--- src/rtl/multicycle_controller_if.sv ---
// Decoded-instruction flag bundle and the req/ack memory bus between the
// multi-cycle controller (master) and the memory port (slave).
package multicycle_controller_pkg;
  typedef struct packed {
    logic branch;
    logic j_type;
    logic r_type;
    logic link;
    logic load;
    logic store;
    logic writeback;
    logic no_overflow;
  } flags_t;
endpackage

interface multicycle_controller_if;
  logic mem_req;
  logic mem_we;
  logic mem_addr_sel;
  logic mem_ack;

  modport master (output mem_req, output mem_we, output mem_addr_sel, input mem_ack);
  modport slave  (input mem_req, input mem_we, input mem_addr_sel, output mem_ack);
endinterface

--- src/rtl/multicycle_controller.sv ---
// Multi-cycle instruction sequencer: FETCH/DECODE/EXECUTE/MEMORY/WRITEBACK with
// overflow and memory-timeout exceptions redirecting the PC to the vector.
module multicycle_controller
  import multicycle_controller_pkg::*;
#(
  parameter int MEM_TIMEOUT = 255
) (
  input  logic                        clk,
  input  logic                        reset,
  input  flags_t                      flags,
  input  logic                        branch_taken,
  input  logic                        alu_overflow,
  multicycle_controller_if.master     mem,
  output logic                        ir_load,
  output logic                        pc_load,
  output logic [2:0]                  pc_src,
  output logic                        reg_write,
  output logic [1:0]                  wb_sel,
  output logic                        exception,
  output logic                        instr_retired,
  output logic [2:0]                  state
);

  typedef enum logic [2:0] {
    S_FETCH     = 3'd0,
    S_DECODE    = 3'd1,
    S_EXECUTE   = 3'd2,
    S_MEMORY    = 3'd3,
    S_WRITEBACK = 3'd4,
    S_EXCEPT    = 3'd5
  } state_t;

  localparam logic [9:0] TMO_LAST = 10'(MEM_TIMEOUT - 1);

  state_t     state_q;
  state_t     state_d;
  logic [9:0] tmo_cnt;
  logic       in_mem;
  logic       tmo_hit;
  logic       mem_req_c;
  logic       mem_we_c;
  logic       mem_addr_sel_c;

  assign in_mem  = (state_q == S_FETCH) || (state_q == S_MEMORY);
  assign tmo_hit = in_mem && !mem.mem_ack && (tmo_cnt == TMO_LAST);

  // The counter only runs while a request is outstanding; leaving FETCH/MEMORY
  // (ack or timeout) returns it to zero so each new request starts fresh.
  always_ff @(posedge clk) begin
    if (reset) begin
      state_q <= S_FETCH;
      tmo_cnt <= '0;
    end else begin
      state_q <= state_d;
      if (!in_mem || mem.mem_ack || tmo_hit)
        tmo_cnt <= '0;
      else
        tmo_cnt <= tmo_cnt + 10'd1;
    end
  end

  always_comb begin
    state_d = S_FETCH;
    case (state_q)
      S_FETCH: begin
        if (mem.mem_ack)  state_d = S_DECODE;
        else if (tmo_hit) state_d = S_EXCEPT;
        else              state_d = S_FETCH;
      end
      S_DECODE: state_d = (flags == '0) ? S_FETCH : S_EXECUTE;
      S_EXECUTE: begin
        if (flags.j_type)                                         state_d = S_FETCH;
        else if (flags.load || flags.store)                       state_d = S_MEMORY;
        else if (flags.writeback && alu_overflow && !flags.no_overflow) state_d = S_EXCEPT;
        else if (flags.writeback)                                 state_d = S_WRITEBACK;
        else                                                      state_d = S_FETCH;
      end
      S_MEMORY: begin
        if (mem.mem_ack)  state_d = flags.store ? S_FETCH : S_WRITEBACK;
        else if (tmo_hit) state_d = S_EXCEPT;
        else              state_d = S_MEMORY;
      end
      S_WRITEBACK: state_d = S_FETCH;
      S_EXCEPT:    state_d = S_FETCH;
      default:     state_d = S_FETCH;
    endcase
  end

  // Reset masks every output so no strobe escapes during the reset cycle.
  always_comb begin
    mem_req_c      = 1'b0;
    mem_we_c       = 1'b0;
    mem_addr_sel_c = 1'b0;
    ir_load        = 1'b0;
    pc_load        = 1'b0;
    pc_src         = 3'd0;
    reg_write      = 1'b0;
    wb_sel         = 2'd0;
    exception      = 1'b0;
    instr_retired  = 1'b0;
    state          = 3'd0;
    if (!reset) begin
      state = state_q;
      case (state_q)
        S_FETCH: begin
          mem_req_c = 1'b1;
          if (mem.mem_ack) begin
            ir_load = 1'b1;
            pc_load = 1'b1;
          end
        end
        S_DECODE: instr_retired = (flags == '0);
        S_EXECUTE: begin
          if (flags.j_type) begin
            pc_load       = 1'b1;
            pc_src        = flags.r_type ? 3'd3 : 3'd2;
            reg_write     = flags.link;
            wb_sel        = flags.link ? 2'd2 : 2'd0;
            instr_retired = 1'b1;
          end else if (!flags.load && !flags.store && !flags.writeback) begin
            pc_load       = branch_taken;
            pc_src        = branch_taken ? 3'd1 : 3'd0;
            instr_retired = 1'b1;
          end
        end
        S_MEMORY: begin
          mem_req_c      = 1'b1;
          mem_addr_sel_c = 1'b1;
          mem_we_c       = flags.store;
          instr_retired  = mem.mem_ack && flags.store;
        end
        S_WRITEBACK: begin
          reg_write     = 1'b1;
          wb_sel        = flags.load ? 2'd1 : 2'd0;
          instr_retired = 1'b1;
        end
        S_EXCEPT: begin
          pc_load   = 1'b1;
          pc_src    = 3'd4;
          exception = 1'b1;
        end
        default: ;
      endcase
    end
  end

  assign mem.mem_req      = mem_req_c;
  assign mem.mem_we       = mem_we_c;
  assign mem.mem_addr_sel = mem_addr_sel_c;

endmodule

--- src/flat_wrapper.sv ---
// flat-port wrapper written by rule: the top's interface ports become plain ports
module multicycle_controller_flat import multicycle_controller_pkg::*;
#(
  parameter int MEM_TIMEOUT = 255
)
  (clk, reset, flags, branch_taken, alu_overflow, ir_load, pc_load, pc_src, reg_write, wb_sel, exception, instr_retired, state, mem_mem_req, mem_mem_we, mem_mem_addr_sel, mem_mem_ack);
  multicycle_controller_if mem_i ();
  input  logic clk;
  input  logic reset;
  input  flags_t flags;
  input  logic branch_taken;
  input  logic alu_overflow;
  output logic ir_load;
  output logic pc_load;
  output logic [2:0] pc_src;
  output logic reg_write;
  output logic [1:0] wb_sel;
  output logic exception;
  output logic instr_retired;
  output logic [2:0] state;
  output wire logic [$bits(mem_i.mem_req)-1:0] mem_mem_req;
  output wire logic [$bits(mem_i.mem_we)-1:0] mem_mem_we;
  output wire logic [$bits(mem_i.mem_addr_sel)-1:0] mem_mem_addr_sel;
  input wire logic [$bits(mem_i.mem_ack)-1:0] mem_mem_ack;
  assign mem_mem_req = mem_i.mem_req;
  assign mem_mem_we = mem_i.mem_we;
  assign mem_mem_addr_sel = mem_i.mem_addr_sel;
  assign mem_i.mem_ack = mem_mem_ack;
  multicycle_controller #(.MEM_TIMEOUT(MEM_TIMEOUT)) u_core (.clk(clk), .reset(reset), .flags(flags), .branch_taken(branch_taken), .alu_overflow(alu_overflow), .mem(mem_i), .ir_load(ir_load), .pc_load(pc_load), .pc_src(pc_src), .reg_write(reg_write), .wb_sel(wb_sel), .exception(exception), .instr_retired(instr_retired), .state(state));
endmodule
--- config.mk ---
export PLATFORM = sky130hd
export DESIGN_NAME = multicycle_controller_flat
export DESIGN_NICKNAME = d
export VERILOG_FILES = /design/src/rtl/multicycle_controller_if.sv /design/src/rtl/multicycle_controller.sv /design/src/flat_wrapper.sv
export SDC_FILE = /design/constraint.sdc
export NUM_CORES = 1
export LEC_CHECK = 0
export ABC_AREA = 1
export CORE_UTILIZATION = 40
export DETAILED_ROUTE_END_ITERATION = 6
export GPL_ROUTABILITY_DRIVEN = 1
export PLACE_DENSITY = 0.76
export SYNTH_ARGS = -nofsm -noshare
export SYNTH_HDL_FRONTEND = slang
export SYNTH_SLANG_ARGS = --single-unit
--- constraint.sdc ---
create_clock -name clk -period 1.18 [get_ports clk]
set_input_delay 0.177 -clock clk [delete_from_list [all_inputs] [get_ports clk]]
set_output_delay 0.177 -clock clk [all_outputs]
set_load 0.005 [all_outputs]
==> impl_metrics.tcl, run 1 <==
set metrics [dict create \
    outcome "stopped before the end" \
    haltStage "global routing" \
    stop_error "[ERROR GRT-0232] Routing congestion too high. Check the congestion heatmap in the GUI." \
    placedCellCount 218 \
    synth_nets 145 \
    grt.total_usage_pct 63.1 \
    cts.sinks 13 \
    overflow 9 \
    io_buffers 28 \
    dominantRegCellSynth "dfxtp_1" \
    yosysWarningCount 0 \
    die_y_um 48.1 \
    clockBufferDepth 2 \
    place_hpwl_mm 2.04 \
    rows 16 \
    cts_made_buffers 3 \
    async_reset_ff_share_pct 0 \
    synth-edff-count 0 \
    synth_cell_types 28 \
    ys_ff_latch 13 \
    syn_area_per_cell_um2 6.54 \
    place_area_um2 1420 \
    yosysSeqAreaShare_pct 30.6 \
    netlist_instances 130 \
    die_w_um 48.1 \
    synth_area_um2 851 \
    worst_path_end_type "top-level output" \
    grt_max_degree 10 \
    ios 29 \
    htreeDepth 1 \
    globalplace.congestion 0.815 \
    grt-worst-endpoint "instr_retired" \
    cts_root_buf "clkbuf_4" \
    start_util_pct 42.9 \
]
## cells by family after synthesis
family | share of synthesized area, %
and+or+nand+nor | 44.4
xor gates and xnor gates | 3.09
AOI/OAI and AO/OA | 11.0
DFF | 30.6
buffers and inverters | 7.94
adders and majority gates | 2.94
## metrics by stage
stage / worst slack [ns] / hold slack, ns / TNS [ns]
after floorplan: 0.0167 / 0.375 / 0
after global placement: -0.796 / 0.422 / -13.77
after detailed placement: -0.887 / 0.431 / -14.99
after CTS: -0.425 / 0.261 / -5.46
## synthesized netlist by cell type, types with 2 or more instances
library cell	number	area share, %
nor2_1	27	12
nand2_1	24	11
inv_1	15	6.6
dfxtp_1	13	31
nand3_1	9	5.3
a21oi_1	7	4.1
nor3_1	5	2.9
a31oi_1	3	2.2
o21ai_0	3	1.8
ha_1	2	2.9
nand3_2	2	2.4
nand4_1	2	1.5
or2_2	2	1.5
xor2_1	2	2.1
## timing repair
action | in CTS
pin swaps | 23
hold buffers | 0
resized for setup | 124
buffers inserted | 25
endpoints found under the setup margin | 29
cloned | 1
## per-layer routing
metal	global-route usage, %	GRT overflow
met3	43.7	0
met1	60.0	0
met2	82.7	4
met5	10.0	0
met4	71.1	5
==> inputs of run 2 (changes only) <==
Settings changed: CORE_AREA set to 2 2 63 65, CORE_UTILIZATION 40 to unset, DIE_AREA set to 0 0 65 67, PLACE_DENSITY 0.76 to unset, PLACE_DENSITY_LB_ADDON set to 0.15.
Clock period 1.18 ns to 1.53 ns, I/O delays scaled along.
==> run 2 against run 1 <==
  * The flow now finishes, with violations (negative setup slack)
  * Area after synthesis stayed put
  * Synthesized cell count stayed put
==> impl_metrics.tcl, run 2 <==
set metrics [dict create \
    dieArea_um2 4360 \
    tritoncts "yes" \
    dominantRegCellSynth "dfxtp_1" \
    synth_area_um2 851 \
    nFillCells 405 \
    io_buffers 28 \
    final_cell_mix "31 x buf_4, 23 x nor2_1, 20 x nand2_1" \
    multi_input_comb_area_um2 594 \
    synth-edff-count 0 \
    vias_per_cell 4.22 \
    vias 1017 \
    yosysSeqAreaShare_pct 30.6 \
    finalCriticalPeriod_ns 1.57 \
    synthTopCellsByCount "27 x nor2_1, 24 x nand2_1, 15 x inv_1" \
    yosysWarningCount 0 \
    holdCritPathClass "in2reg" \
    yosys.area_share.xor_xnor_pct 3.09 \
    n_antenna_cell 0 \
    ir_drop_mv 0.685 \
    firstDrtPassIters 4 \
    htreeDepth 1 \
    drv_cap 0 \
    slew_headroom_pct 83.3 \
    grt_pass1_vias 1009 \
    synth.most_common_cell "nor2_1" \
    setup_viol 2 \
    worst_pin_slew_ns 0.249 \
    seqCellArea_um2 269 \
    async_reset_ff_share_pct 0 \
    crit_slowest_cell "dfxtp_4" \
    cp_data_required_time_ns 1.30 \
    cts_made_buffers 3 \
    overflow 0 \
    cp_data_arrival_time_ns 1.34 \
    min_path_cells 5 \
    drc 0 \
    r2r_setup_slack_ns 0.23 \
    whs_ns 0.430 \
    setup.worst_path.class "reg2out" \
    layout_commonest_cell "buf_4" \
    synth.top_cell.area_share_pct 30.6 \
    synthMuxAreaShare_pct 0 \
    violations "negative setup slack" \
    grt_max_degree 13 \
    clockBufferDepth 2 \
    synth_top_family_by_area "simple AND/OR/NAND/NOR gates" \
    p_per_area_nw_per_um2 581 \
    cts_root_buf "clkbuf_8" \
    largest_reg_flops 10 \
    synth_area_leaders "dfxtp_1 31%, nor2_1 12%, nand2_1 11%, inv_1 6.6%, nand3_1 5.3%" \
    holdPathEnd "u_core.state_q[2]" \
    cp_num_buf_inv 3 \
    ys_ff_latch 13 \
    dp_slack_ns -0.606 \
    r2r-end "u_core.state_q[2]" \
    fin_skew_ns 0.00460 \
    endpoint_kind "output port" \
    antenna_left 0 \
    start_util_pct 23.6 \
    crit_family "buffers and inverters" \
    insertion_delay_ns 0.24 \
    synth_nets 145 \
    core_um2 3610 \
    grt_pass1_wl_mm 4.15 \
    ios 29 \
    globalplace.congestion 0.808 \
    synthSimpleGateAreaFrac_pct 44.4 \
    antenna_found_initial 0 \
    largest_registers "u_core.tmo_cnt: 10 flops, u_core.state_q: 3 flops" \
    netlist_instances 130 \
    worstHoldStart "flags[2]" \
    critPathLaunchType "flop" \
    drtIter0Drc 3 \
    max_stage_delay_ns 0.35 \
    wl_per_cell_um 10.1 \
    die_y_um 67 \
    r2r_start "u_core.tmo_cnt[0]" \
    final_max_slew_viol_count 0 \
    place_hpwl_mm 1.92 \
    grt.total_usage_pct 12.0 \
    syn_area_per_cell_um2 6.54 \
    outcome "finished, violations left" \
    fmax_ghz 0.639 \
    clk_pin_slew_ns 0.05 \
    finalCritPeriodShare_pct 102 \
    nets 209 \
    die_w_um 65 \
    layout-drive-gt1-share_pct 42.0 \
    synth_cell_types 28 \
    cts.sinks 13 \
    yosysTopAreaCell "dfxtp_1" \
    cp_num_cells 6 \
    wirelength_mm 2.44 \
    hold_violations 0 \
    fin_ws_ns -0.0361 \
    critPathMaxFanout 4 \
    leakagePower_nw 0.680 \
    grt_setup_unrepaired "true" \
    synth_fa_ha_area_share_pct 2.94 \
    path_cells "nor3_2 > buf_4 > buf_6 > o21ai_0 > a31oi_1 > buf_2" \
    rows 22 \
    synth-compound-area-share_pct 11.0 \
    regMostFlops "u_core.tmo_cnt" \
    area_growth_pct 78.1 \
    rr_worst_depth 8 \
]
## run 2: cell counts after synthesis
Identical to the previous run, type by type.
## run 2: layout make-up
type,count,area share [%]
inverters,16,3.96
repair buffers,61,32.1
multi-input cells,99,39.2
flip-flops and latches,13,17.8
clock buffers,4,2.97
well taps,48,3.96
## run 2: cells by family (layout without fill, tap and decap cells)
kind of cell    after synthesis  after routing
simple gates                 78             78
buf+inv                      18             81
compound gates               16             16
flops                        13             13
xor+xnor                      3              3
fa+ha+maj                     2              2
## run 2: where the power goes
part	switching [mW]	internal, mW
clock network	0.111	0.183
logic	0.109	0.124
registers	0.00874	0.345
## run 2: how the worst max path moves through the flow
| stage | from | end | slack (ns) |
|---|---|---|---|
| floorplan | u_core.state_q[1] | instr_retired | 0.31 |
| global placement | flags[3] | pc_load | -0.60 |
| global route | u_core.state_q[0] | pc_load | -0.13 |
| detailed placement | flags[3] | pc_load | -0.61 |
| finish | u_core.state_q[0] | instr_retired | -0.04 |
| CTS | u_core.state_q[0] | instr_retired | -0.05 |
## run 2: stage by stage
step	instance area, um^2	power, mW	instances	TNS (ns)	utilization (%)
6_report	1520	0.880	241	-0.0672	42.0
5_1_grt	1520	0.942	241	-0.600	42.0
4_1_cts	1480	0.880	240	-0.0960	41.1
3_5_place_dp	1380	0.571	228	-4.41	38.2
3_3_place_gp	1380	0.569	228	-4.38	38.2
2_1_floorplan	851	0.438	130	0	-
## run 2: tightest hold or removal path: stages
cell,delay (ns)
buf_2,0.11
buf_4,0.12
a21oi_1,0.06
nand2_1,0.05
a21oi_1,0.05
## run 2: timing repair
item / CTS / global route
cloned: 0 / 0
hold buffers: 0 / 0
buffers inserted: 8 / 1
pin swaps: 8 / 5
gates resized for setup: 58 / 21
setup endpoints to repair: 16 / 11
## run 2: metal layers
layer | global-route usage (%) | routed length (um)
met3 | 2.03 | 69
met4 | 2.39 | 16
met2 | 21.0 | 1180
met1 | 15.5 | 1180
met5 | 0 | 0
Note: power is estimated with default switching activity, not from simulation.
